--- src/rtl/cordic_rotation_pkg.sv ---
// ============================================================================
// cordic_rotation_pkg : shared widths, constants and arctan table for the
//                       rotation/vectoring CORDIC pair.        Rev 1.0
// ============================================================================
`default_nettype none

package cordic_rotation_pkg;

  localparam int c_word_width_def  = 16;
  localparam int c_phase_width_def = 16;
  localparam int c_iterations_def  = 16;

  // x/y carry two guard bits over the output word; z is a signed U(9,7) phase
  localparam int c_xy_w    = 18;
  localparam int c_z_w     = 17;
  localparam int c_shift_w = 5;

  localparam logic signed [c_xy_w-1:0] c_k_gain = 18'sd9949;

  localparam logic [c_z_w-1:0] c_phase_90  = 17'd11520;
  localparam logic [c_z_w-1:0] c_phase_180 = 17'd23040;
  localparam logic [c_z_w-1:0] c_phase_270 = 17'd34560;
  localparam logic [c_z_w-1:0] c_phase_360 = 17'd46080;

  typedef enum logic [1:0] {
    ST_IDLE   = 2'd0,
    ST_ROTATE = 2'd1,
    ST_OUTPUT = 2'd2
  } state_t;

  // floor(atan(2^-i) * 128), degrees in U(9,7)
  function automatic logic [c_z_w-1:0] atan_u97(input logic [c_shift_w-1:0] i);
    logic [c_z_w-1:0] v;
    case (i)
      5'd0:    v = 17'd5760;
      5'd1:    v = 17'd3400;
      5'd2:    v = 17'd1796;
      5'd3:    v = 17'd912;
      5'd4:    v = 17'd457;
      5'd5:    v = 17'd229;
      5'd6:    v = 17'd114;
      5'd7:    v = 17'd57;
      5'd8:    v = 17'd28;
      5'd9:    v = 17'd14;
      5'd10:   v = 17'd7;
      5'd11:   v = 17'd3;
      5'd12:   v = 17'd1;
      default: v = 17'd0;
    endcase
    return v;
  endfunction

endpackage

`default_nettype wire

--- src/rtl/cordic_rot_step.sv ---
// ============================================================================
// cordic_rot_step : one combinational rotation-mode CORDIC micro-rotation.
//                                                              Rev 1.0
// ============================================================================
`default_nettype none

module cordic_rot_step
  import cordic_rotation_pkg::*;
(
  input  logic signed [c_xy_w-1:0]    i_x,
  input  logic signed [c_xy_w-1:0]    i_y,
  input  logic signed [c_z_w-1:0]     i_z,
  input  logic        [c_shift_w-1:0] i_shift,
  output logic signed [c_xy_w-1:0]    o_x,
  output logic signed [c_xy_w-1:0]    o_y,
  output logic signed [c_z_w-1:0]     o_z
);

  logic signed [c_xy_w-1:0] w_x_sh;
  logic signed [c_xy_w-1:0] w_y_sh;
  logic signed [c_z_w-1:0]  w_atan;

  assign w_x_sh = i_x >>> i_shift;
  assign w_y_sh = i_y >>> i_shift;
  assign w_atan = signed'(atan_u97(i_shift));

  // Rotate towards zero residual angle: positive z turns counter-clockwise
  always_comb begin
    o_x = i_x;
    o_y = i_y;
    o_z = i_z;
    if (!i_z[c_z_w-1]) begin
      o_x = i_x - w_y_sh;
      o_y = i_y + w_x_sh;
      o_z = i_z - w_atan;
    end else begin
      o_x = i_x + w_y_sh;
      o_y = i_y - w_x_sh;
      o_z = i_z + w_atan;
    end
  end

endmodule

`default_nettype wire

--- src/rtl/cordic_rotation.sv ---
// ============================================================================
// cordic_rotation : iterative rotation-mode CORDIC, U(9,7) degrees in,
//                   Q2.14 cosine/sine out, start/ready/valid.  Rev 1.0
// ============================================================================
`default_nettype none

module cordic_rotation
  import cordic_rotation_pkg::*;
#(
  parameter int ITERATIONS  = c_iterations_def,
  parameter int WORD_WIDTH  = c_word_width_def,
  parameter int PHASE_WIDTH = c_phase_width_def
) (
  input  logic                         clk,
  input  logic                         rst,
  input  logic                         start,
  input  logic [PHASE_WIDTH-1:0]       phase_in,
  output logic                         ready,
  output logic                         valid,
  output logic signed [WORD_WIDTH-1:0] cos_out,
  output logic signed [WORD_WIDTH-1:0] sin_out
);

  if (ITERATIONS < 8 || ITERATIONS > 16) begin : g_bad_iterations
    $error("cordic_rotation: ITERATIONS must be within 8..16");
  end

  state_t r_state;
  state_t w_state_next;

  logic signed [c_xy_w-1:0]  r_x, r_y;
  logic signed [c_xy_w-1:0]  w_x_next, w_y_next;
  logic signed [c_xy_w-1:0]  w_cos_map, w_sin_map;
  logic signed [c_z_w-1:0]   r_z, w_z_next;
  logic [c_shift_w-1:0]      r_iter;
  logic [1:0]                r_quad, w_quad;
  logic [c_z_w-1:0]          w_phase_ext, w_phase_wrap, w_resid;
  logic                      w_last;

  assign w_phase_ext  = c_z_w'(phase_in);
  assign w_phase_wrap = (w_phase_ext >= c_phase_360) ? (w_phase_ext - c_phase_360)
                                                     : w_phase_ext;

  // Fold [0,360) into a quadrant index plus a residual in [0,90)
  always_comb begin
    w_quad  = 2'd0;
    w_resid = w_phase_wrap;
    if (w_phase_wrap >= c_phase_270) begin
      w_quad  = 2'd3;
      w_resid = w_phase_wrap - c_phase_270;
    end else if (w_phase_wrap >= c_phase_180) begin
      w_quad  = 2'd2;
      w_resid = w_phase_wrap - c_phase_180;
    end else if (w_phase_wrap >= c_phase_90) begin
      w_quad  = 2'd1;
      w_resid = w_phase_wrap - c_phase_90;
    end
  end

  assign w_last = (r_iter == c_shift_w'(ITERATIONS - 1));
  assign ready  = (r_state == ST_IDLE);

  cordic_rot_step u_step (
    .i_x     (r_x),
    .i_y     (r_y),
    .i_z     (r_z),
    .i_shift (r_iter),
    .o_x     (w_x_next),
    .o_y     (w_y_next),
    .o_z     (w_z_next)
  );

  always_ff @(posedge clk or negedge rst) begin
    if (!rst) r_state <= ST_IDLE;
    else      r_state <= w_state_next;
  end

  always_comb begin
    w_state_next = r_state;
    case (r_state)
      ST_IDLE:   if (start)  w_state_next = ST_ROTATE;
      ST_ROTATE: if (w_last) w_state_next = ST_OUTPUT;
      ST_OUTPUT:             w_state_next = ST_IDLE;
      default:               w_state_next = ST_IDLE;
    endcase
  end

  always_comb begin
    w_cos_map = r_x;
    w_sin_map = r_y;
    case (r_quad)
      2'd0: begin w_cos_map =  r_x; w_sin_map =  r_y; end
      2'd1: begin w_cos_map = -r_y; w_sin_map =  r_x; end
      2'd2: begin w_cos_map = -r_x; w_sin_map = -r_y; end
      default: begin w_cos_map = r_y; w_sin_map = -r_x; end
    endcase
  end

  always_ff @(posedge clk or negedge rst) begin
    if (!rst) begin
      r_x     <= '0;
      r_y     <= '0;
      r_z     <= '0;
      r_quad  <= '0;
      r_iter  <= '0;
      valid   <= 1'b0;
      cos_out <= '0;
      sin_out <= '0;
    end else begin
      valid <= 1'b0;
      case (r_state)
        ST_IDLE: begin
          if (start) begin
            r_x    <= c_k_gain;
            r_y    <= '0;
            r_z    <= signed'(w_resid);
            r_quad <= w_quad;
            r_iter <= '0;
          end
        end
        ST_ROTATE: begin
          r_x    <= w_x_next;
          r_y    <= w_y_next;
          r_z    <= w_z_next;
          r_iter <= r_iter + c_shift_w'(1);
        end
        ST_OUTPUT: begin
          cos_out <= WORD_WIDTH'(w_cos_map);
          sin_out <= WORD_WIDTH'(w_sin_map);
          valid   <= 1'b1;
        end
        default: ;
      endcase
    end
  end

endmodule

`default_nettype wire

--- config.mk ---
export PLATFORM = sky130hd
export DESIGN_NAME = cordic_rotation
export DESIGN_NICKNAME = d
export VERILOG_FILES = /design/src/rtl/cordic_rotation_pkg.sv /design/src/rtl/cordic_rot_step.sv /design/src/rtl/cordic_rotation.sv
export SDC_FILE = /design/constraint.sdc
export NUM_CORES = 1
export LEC_CHECK = 0
export CORE_MARGIN = 5
export CORE_UTILIZATION = 35
export DETAILED_ROUTE_END_ITERATION = 10
export GPL_ROUTABILITY_DRIVEN = 0
export SYNTH_ARGS = -nofsm -noshare
export SYNTH_HDL_FRONTEND = slang
export SYNTH_SLANG_ARGS = --single-unit
--- constraint.sdc ---
create_clock -name clk -period 5.9 [get_ports clk]
set_input_delay 1.18 -clock clk [delete_from_list [all_inputs] [get_ports clk]]
set_output_delay 1.18 -clock clk [all_outputs]
set_load 0.005 [all_outputs]
==> run summary <==
==================================================================================================
Result of the run                                                                     complete, no violations
Number of enable flip-flop cells after synthesis                                                 0
Synth Area per Inst                                                                     8.206 um^2
Chip height                                                                               193.4 um
Met1 track demand over resource in global routing                                           24.53%
Met2 layer usage reported by global route                                                   30.99%
Number of nets in the synthesized netlist                                                     1529
Startpoint Class                                                                          register
Cell types with the highest counts after synthesis                                    136 x nand2_1, 115 x nor2_1, 109 x o21ai_0
Port Buffer Count                                                                               52
Clock latency on the worst-skew pair                                                       0.37 ns
R2r endpoint                                                                               r_y[16]
Hold endpoint                                                                           cos_out[9]
Worst-path cell with the longest stage delay                                               dfrtp_2
Buffers inserted during post-CTS setup optimization                                              0
Crit path max-delay family                                                            compound AO/OA/AOI/OAI gates
Clock transition time at the flip-flop clock pins of the worst setup and hold paths        0.07 ns
Post-DR vias/cell                                                                            5.925
Layout cells sized above 1                                                                  11.30%
Max Fanout on Critical Path                                                                     30
Type of destination of the critical path                                                  register
Post-synthesis cell type count                                                                  87
Grt ovf                                                                                          0
Number of instances in the synthesized netlist                                                1435
Most frequent cell after synthesis                                                         nand2_1
Residual antenna-violating net count after detailed routing                                      0
Post-synthesis cell area                                                              0.01178 mm^2
Number of buffers between clock root and the deepest sink                                        2
Worst Hold Slack                                                                         0.4766 ns
Total track usage                                                                           18.71%
Number of diodes                                                                                 0
Number of nets in the final layout                                                            1514
Effective utilization at floorplan                                                          35.30%
Number of remaining DRC errors                                                                   0
Reg2reg path depth                                                                              17
Crit path required time                                                                    6.15 ns
Top-level I/O count                                                                             53
Fin crit share                                                                              88.48%
Horizontal extent of the die                                                              193.4 um
Rows                                                                                            67
Die Outline Area                                                                      0.03742 mm^2
Setup slack on the worst flop-to-flop path                                                 0.68 ns
CTS Buf Count                                                                                    9
Startpoint of the tightest hold check path                                              cos_out[9]
Cell type with the highest aggregate area in the netlist                                   dfrtp_1
Commonest register cell after synthesis                                                    dfrtp_1
Category of the most critical setup path                                              register to register
Resize count post-CTS                                                                            0
Post-synthesis sequential element count                                                         95
Count of synthesis-stage warnings from yosys                                                     0
CTS tree                                                                                      done
Slowest cell delay on critical path                                                        0.82 ns
Number of antenna violations at the first check in global routing                                0
Met3 Usage GRT                                                                              3.322%
Number of setup violations in the final report                                                   0
Detailed Routing Iterations Pass 1                                                               5
Max-slew violation count                                                                         0
Fin crit period                                                                           5.220 ns
Maximum level of the CTS H-tree                                                                  3
Fraction of registers with async set/reset                                                  100.0%
Worst-case clock skew                                                                   0.01319 ns
Wire length of the first global-routing pass                                              57970 um
Drt first-iter violations                                                                     1132
Slew margin rel.                                                                            29.35%
Data arrival time of the worst path                                                        5.47 ns
Sinks on Clock Net                                                                              95
Final routed wirelength across all metal layers                                           35900 um
Yosys top cell area share                                                                   20.19%
Area taken by multi-input logic gates                                                 0.008726 mm^2
Unrepaired setup endpoints after global routing                                              false
Worst Max-Slew Pin Slew                                                                   1.060 ns
Core footprint                                                                        0.03336 mm^2
Footprint of the flip-flops and latches                                               0.002382 mm^2
Vias after detailed routing                                                                  11100
Buf/Inv on CP                                                                                    0
TNS Setup                                                                                     0 ns
Synth-to-layout area growth                                                                 9.913%
Type of the most critical hold path                                                   register to register
Routed wire length per instance                                                           19.17 um
Number of filler cells placed in the layout                                                   3494
Min-Delay Path Depth                                                                             2
Seq/Total Area, Yosys                                                                       20.19%
Hold Fails Final Rpt                                                                             0
Largest net degree at the start of global routing                                               70
Via count of the first global-routing pass                                                   10650
Achievable clock frequency                                                               191.6 MHz
CTS Root Buffer Type                                                                     clkbuf_16
# hold bufs at CTS                                                                               0
Cells along the critical path                                                         mux4_2 > mux2_2 > a2bb2oi_1 > nor2b_1 > ha_1 > nor2_1 > xor2_1 > ha_1 > nor2b_1 > o21ai_0 > a21boi_0 > o211a_1 > o21ai_0 > a21boi_0 > o311a_1 > o21a_1 > o32ai_1
Post-DP HPWL                                                                              26240 um
Number of max-cap violations                                                                     0
R2R Path Start                                                                           r_iter[2]
Gr busiest metal                                                                              met2
Leading post-synthesis cells by cell area                                             dfrtp_1 20%, mux4_2 9.0%, ha_1 7.6%
==================================================================================================
-- area by class of cell --
| class | count | share of cell area (%) |
|---|---|---|
| multi-input cells | 1185 | 67.41 |
| flip-flops and latches | 95 | 18.40 |
| repair buffers | 84 | 5.955 |
| well taps | 448 | 4.331 |
| clock buffers | 10 | 1.846 |
| inverters | 45 | 1.305 |
| clock inverters | 6 | 0.7443 |
-- tightest hold or removal path, cell delays in order, from the launching register on --
cell,delay [ns]
dfrtp_1,0.34
nand2_1,0.04
o21ai_0,0.06
-- per-layer routing --
layer | share of wire, % | routed length [um]
met1 | 43 | 15590
met2 | 47 | 16790
met3 | 6.2 | 2215
met4 | 3.7 | 1311
met5 | 0 | 0
-- metrics by stage --
stage | area (um^2) | utilization (%) | std cells | worst slack (ns)
2_1_floorplan | 11780 | - | 1435 | 1.354
3_3_place_gp | 12610 | 37.79 | 1857 | 0.8895
3_5_place_dp | 12610 | 37.79 | 1857 | 0.8238
4_1_cts | 12940 | 38.79 | 1873 | 0.7957
5_1_grt | 12940 | 38.79 | 1873 | 0.3669
6_report | 12940 | 38.79 | 1873 | 0.6796
-- placed cells by master, fill, tap and decap left out, drive strengths merged, types with 39 or more instances in the layout --
master | synthesis | layout
inv | 42 | 45
clkdlybuf4s50 | 0 | 51
a21oi | 99 | 99
nor3 | 39 | 39
mux4 | 48 | 48
dfrtp | 95 | 95
nand3 | 40 | 40
xor2 | 43 | 43
o21ai | 110 | 110
nand2 | 137 | 137
ha | 72 | 72
xnor2 | 50 | 50
nor2 | 115 | 115
-- worst max-delay path by stage --
stage,from,to,slack [ns],cells after the start
finish,r_iter[2],r_y[16],0.68,17
global route,r_iter[0],r_z[16],0.37,22
CTS,r_iter[2],r_y[16],0.80,17
detailed placement,r_iter[2],r_y[16],0.82,17
global placement,r_iter[2],r_x[17],0.89,20
floorplan,r_iter[0],r_z[16],1.35,22
-- cell families (layout without fill, tap and decap cells) --
| logic type | Yosys count | in the layout | share of synthesized area [%] |
|---|---|---|---|
| AO/OA/AOI/OAI | 432 | 432 | 24.07 |
| multiplexers | 108 | 108 | 14.60 |
| AND/OR/NAND/NOR | 475 | 475 | 19.85 |
| XOR/XNOR | 95 | 95 | 7.299 |
| flip-flops | 95 | 95 | 20.19 |
| adder cells (fa/ha/maj) | 75 | 75 | 8.160 |
| buffers and inverters | 155 | 145 | 5.844 |
-- sequential cells by signal, summed over array words and instances (netlist names) --
name / flops
r_z: 17
r_y: 18
r_state: 2
r_iter: 5
sin_out: 16
r_quad: 2
cos_out: 16
r_x: 18
valid: 1
Power is left out: the tool's default activity adds up to more than one toggle a clock period on the data nets, which glitch-free logic cannot reach.
